`src/rtl/shift_add_mult_controller.sv`:
```
// Control FSM for a shift-add sequential multiplier: sequences load, shift and
// add_shift strobes, counts iterations and pulses done on completion.
module shift_add_mult_controller #(
  parameter int unsigned WIDTH      = 16,
  parameter bit          EARLY_EXIT = 1'b1
) (
  input  logic                   clk,
  input  logic                   reset,
  input  logic                   start,
  input  logic                   abort,
  input  logic                   mplier_lsb,
  input  logic                   mplier_zero,
  output logic                   load,
  output logic                   shift,
  output logic                   add_shift,
  output logic                   busy,
  output logic                   done,
  output logic [$clog2(WIDTH):0] iter_count
);

  localparam int unsigned   CW       = $clog2(WIDTH) + 1;
  localparam logic [CW-1:0] CNT_MAX  = CW'(WIDTH);
  localparam logic [CW-1:0] CNT_LAST = CW'(WIDTH - 1);

  // Three-bit encoding leaves spare codes so a corrupted state can recover.
  typedef enum logic [2:0] {
    IDLE = 3'd0,
    LOAD = 3'd1,
    EXEC = 3'd2,
    DONE = 3'd3
  } state_e;

  state_e        state_q, state_d;
  logic [CW-1:0] count_q, count_d;

  always_ff @(posedge clk or negedge reset) begin
    if (!reset) begin
      state_q <= IDLE;
      count_q <= '0;
    end else begin
      state_q <= state_d;
      count_q <= count_d;
    end
  end

  always_comb begin
    state_d   = state_q;
    count_d   = count_q;
    load      = 1'b0;
    shift     = 1'b0;
    add_shift = 1'b0;
    busy      = 1'b0;
    done      = 1'b0;
    case (state_q)
      IDLE: begin
        if (start && !abort) state_d = LOAD;
      end
      LOAD: begin
        busy = 1'b1;
        if (abort) begin
          state_d = IDLE;
        end else begin
          load    = 1'b1;
          count_d = '0;
          state_d = EXEC;
        end
      end
      EXEC: begin
        busy = 1'b1;
        if (abort) begin
          state_d = IDLE;
        end else if (EARLY_EXIT && mplier_zero) begin
          state_d = DONE;
        end else begin
          if (mplier_lsb) add_shift = 1'b1;
          else            shift     = 1'b1;
          if (count_q < CNT_MAX)   count_d = count_q + CW'(1);
          if (count_q >= CNT_LAST) state_d = DONE;
        end
      end
      DONE: begin
        done    = 1'b1;
        state_d = IDLE;
      end
      default: state_d = IDLE;
    endcase
  end

  assign iter_count = count_q;

endmodule

```
`config.mk`:
```
export PLATFORM = sky130hd
export DESIGN_NAME = shift_add_mult_controller
export DESIGN_NICKNAME = d
export VERILOG_FILES = /design/src/rtl/shift_add_mult_controller.sv
export SDC_FILE = /design/constraint.sdc
export NUM_CORES = 1
export LEC_CHECK = 0
export CAP_MARGIN = 25
export CORE_AREA = 5 5 42 44
export CTS_BUF_LIST = sky130_fd_sc_hd__clkbuf_16
export CTS_CLUSTER_DIAMETER = 200
export DETAILED_ROUTE_END_ITERATION = 10
export DIE_AREA = 0 0 47 49
export PLACE_DENSITY = 0.7
export SYNTH_ARGS = -nofsm -noshare
export SYNTH_HDL_FRONTEND = slang
export SYNTH_SLANG_ARGS = --single-unit
```
`constraint.sdc`:
```
create_clock -name clk -period 1.5 [get_ports clk]
set_input_delay 0.225 -clock clk [delete_from_list [all_inputs] [get_ports clk]]
set_output_delay 0.225 -clock clk [all_outputs]
set_load 0.01 [all_outputs]
```
==> run_results.csv <==
group,metric,value,unit
clocking,insertion_delay,0.23,ns
grt,grt_max_degree,8,
pwr,p_sw_frac,0.3239,
clocking,cts_buffer_depth,2,
yosys,synth_seq_cells,7,
pwr,seqPwrFrac,0.201,
sta,drv_slew,0,
pwr,p_clk_frac,0.306,
yosys,ys.flop_type,"dfrtp_1",
yosys,synthCells,47,
drt,ant_nets,0,
yosys,synth.distinct_cells,26,
grt,grt-ovfl-total,0,
worst_setup_path,cp_slowest_stage_delay,0.38,ns
worst_setup_path,cpMaxStageDelayCell,"dfrtp_1",
pwr,peakVddDrop,1367,µV
worst_setup_path,crit_required,1.27,ns
pwr,power.leakage,0.4869,nW
clocking,cts-root-buf,"clkbuf_16",
yosys,synthTopCellsByArea,"dfrtp_1 (35%), ha_1 (15%), nor4b_4 (4.7%), inv_1 (3.7%), a211o_1 (3.5%)",
place,dpl-instance-area,804.5,µm²
final_layout,final_nets,94,
yosys,yosysWarnings,0,
drt,dr.pass1.iters,4,
worst_setup_path,cp-start-kind,"flop",
yosys,post-synth-top-count-cell,"dfrtp_1",
worst_hold_path,min_path_type,"primary input to asynchronous set/reset pin",
pwr,p_sw,476.2,µW
worst_setup_path,crit_type,"flop to primary output",
worst_setup_path,ff2ff_setup_slack,-0.11,ns
place,io_buffers,15,
clocking,clkSinkCount,7,
worst_setup_path,cp_max_fo,3,
worst_setup_path,ff2ff_path_depth,7,
floorplanning,pin_count,16,
final_layout,stdcell_area,943.4,µm²
pwr,p_per_area,1559,nW/µm²
sta,fin_crit,1.635,ns
status,violations,"negative setup slack",
floorplanning,core_area,1401,µm²
pwr,p_int,994.2,µW
sta,rsz0062_at_grt,"yes",
yosys,yosysTopAreaCell,"dfrtp_1",
floorplanning,die_y,49,µm
final_layout,n_fill_cell,111,
clocking,cts_made_buffers,3,
yosys,netlist_area,504.2,µm²
status,run_status,"complete, but fails checks",
final_layout,post-route-util,0.6732,
yosys,netlist_top_cells_count,"dfrtp_1 (7), ha_1 (6), inv_1 (5)",
sta,finalCritPeriodShare,1.090,
grt,grt_pass1_wl,2.194,mm
sta,tightest_slew,0.3478,ns
sta,fmax,611.5,MHz
final_layout,num_antenna_cells,0,
flow_run,drv_cap,0,
sta,hold_viol_final,0,
floorplanning,die_w,47,µm
place,dp_hpwl,960,µm
yosys,synth_nets,59,
final_layout,area_growth_syn_to_layout,87.10,%
sta,skew,0.004844,ns
final_layout,multi_input_area,397.9,µm²
drt,wl,1.320,mm
worst_setup_path,r2r-start,"state_q[1]",
drt,avgRoutedWirePerCell,13.61,µm
worst_setup_path,crit_chain,"inv_2 > ha_4 > or2b_1 > nor3b_2 > buf_2",
final_layout,seq_area,177.7,µm²
clocking,cts_tree,"done",
drt,viasPerCell,4.990,
drt,drc_errors,0,
clocking,path_clk_slew,0.04,ns
clocking,htreeDepth,1,
floorplanning,die_area,2303,µm²
floorplanning,initial_core_util,0.3598,
floorplanning,num_rows,14,
grt,grt_pass1_vias,490,
drt,vias,484,
yosys,syn_avg_cell_area,10.73,µm²
yosys,ys_seq_area_frac,0.3474,
worst_setup_path,crit_arrival,1.41,ns
place,place_congestion,0.7459,
worst_setup_path,r2r-end,"iter_count[2]",
sta,worst_slack,-0.1354,ns
worst_setup_path,end_kind,"primary output",
yosys,synth_top_area_frac,0.3474,
drt,drt_iter0_markers,5,
sta,relSlewSlack,0.7674,
worst_setup_path,critPathCapture,"add_shift",
yosys,synthArstFlopShare,1.000,
worst_setup_path,critical_path.startpoint,"state_q[0]",
pwr,comb_power_share,0.493,
yosys,synth_edf_count,0,
final_layout,drive_gt1_frac,0.5185,
sta,setup_violations,8,
grt,antenna_found_initial,0,
grt,grt_usage,0.1339,
[cell type report]
cell class                 count  area share
clock buffer                   3     0.07958
clock inverter                 1    0.003979
inverter                       5     0.02255
multi-input combinational     35      0.4218
sequential                     7      0.1883
tap                           16     0.02122
timing repair buffer          30      0.2626
[sequential cells by signal (all words and copies together), names as in the netlist]
name and cells:
iter_count 5, state_q 2
[cell usage in the layout (no fill, tap or decap), drive strengths merged, types with 3 or more instances in the layout]
master,count
clkbuf,5
buf,18
ha,6
o21ai,3
dfrtp,7
clkdlybuf4s50,6
nor2,3
inv,6
[worst min-delay path by stage]
stage / startpoint / end / cells after the start
floorplan: reset / iter_count[0] / 0
global placement: reset / iter_count[3] / 1
detailed placement: reset / iter_count[2] / 1
CTS: reset / iter_count[4] / 1
global route: reset / iter_count[4] / 1
finish: reset / iter_count[3] / 1
[logic make-up (layout without fill, tap and decap cells)]
family,Yosys count,in the layout,synth area share
AO/OA/AOI/OAI,10,10,0.1538
adder cells (fa/ha/maj),6,6,0.1489
buffers and inverters,5,39,0.03722
flip-flops,7,7,0.3474
multiplexers,3,3,0.07195
AND/OR/NAND/NOR,16,16,0.2407
[routing by layer]
layer | wire [µm] | up-vias | global-route usage | share of wire
li1 | - | 241 | - | -
met3 | 53 | 0 | 0.06642 | 0.040
met2 | 687 | 6 | 0.2127 | 0.52
met1 | 579 | 237 | 0.1588 | 0.44
met5 | 0 | - | 0 | 0
met4 | 0 | 0 | 0.02765 | 0
[metrics by stage]
step	hold WS (ns)	setup WS [ns]	power, mW	TNS (ns)	instances
floorplan	-0.07059	-0.1003	0.6237	-0.1003	47
global placement	0.5160	-0.3382	0.9223	-1.947	89
detailed placement	0.5165	-0.3734	0.9371	-2.136	89
CTS	0.2761	-0.1169	1.453	-0.6857	96
global route	0.2858	-0.2530	1.570	-1.343	97
finish	0.2676	-0.1354	1.470	-0.7226	97
[power by group through the flow]
stage	clock network, mW	registers (mW)	logic [mW]
floorplan	0	0.320	0.303
detailed placement	0	0.293	0.644
finish	0.450	0.296	0.725
CTS	0.456	0.298	0.700
global route	0.474	0.304	0.793
global placement	0	0.289	0.633
[worst max-delay path, delay by kind of cell (launching register included)]
kind / cells / cell delay, ns
and+or+nand+nor: 2 / 0.45
DFF: 1 / 0.38
buffers and inverters: 2 / 0.23
adders and majority gates: 1 / 0.13
[what timing repair did]
item / 4_1_cts / 5_1_grt
setup buffers: 3 / 2
resized for setup: 25 / 9
pin swaps: 5 / 4
hold buffers: 0 / 0
endpoints found under the setup margin: 12 / 12
No activity file was read; power rests on OpenSTA's default activity.
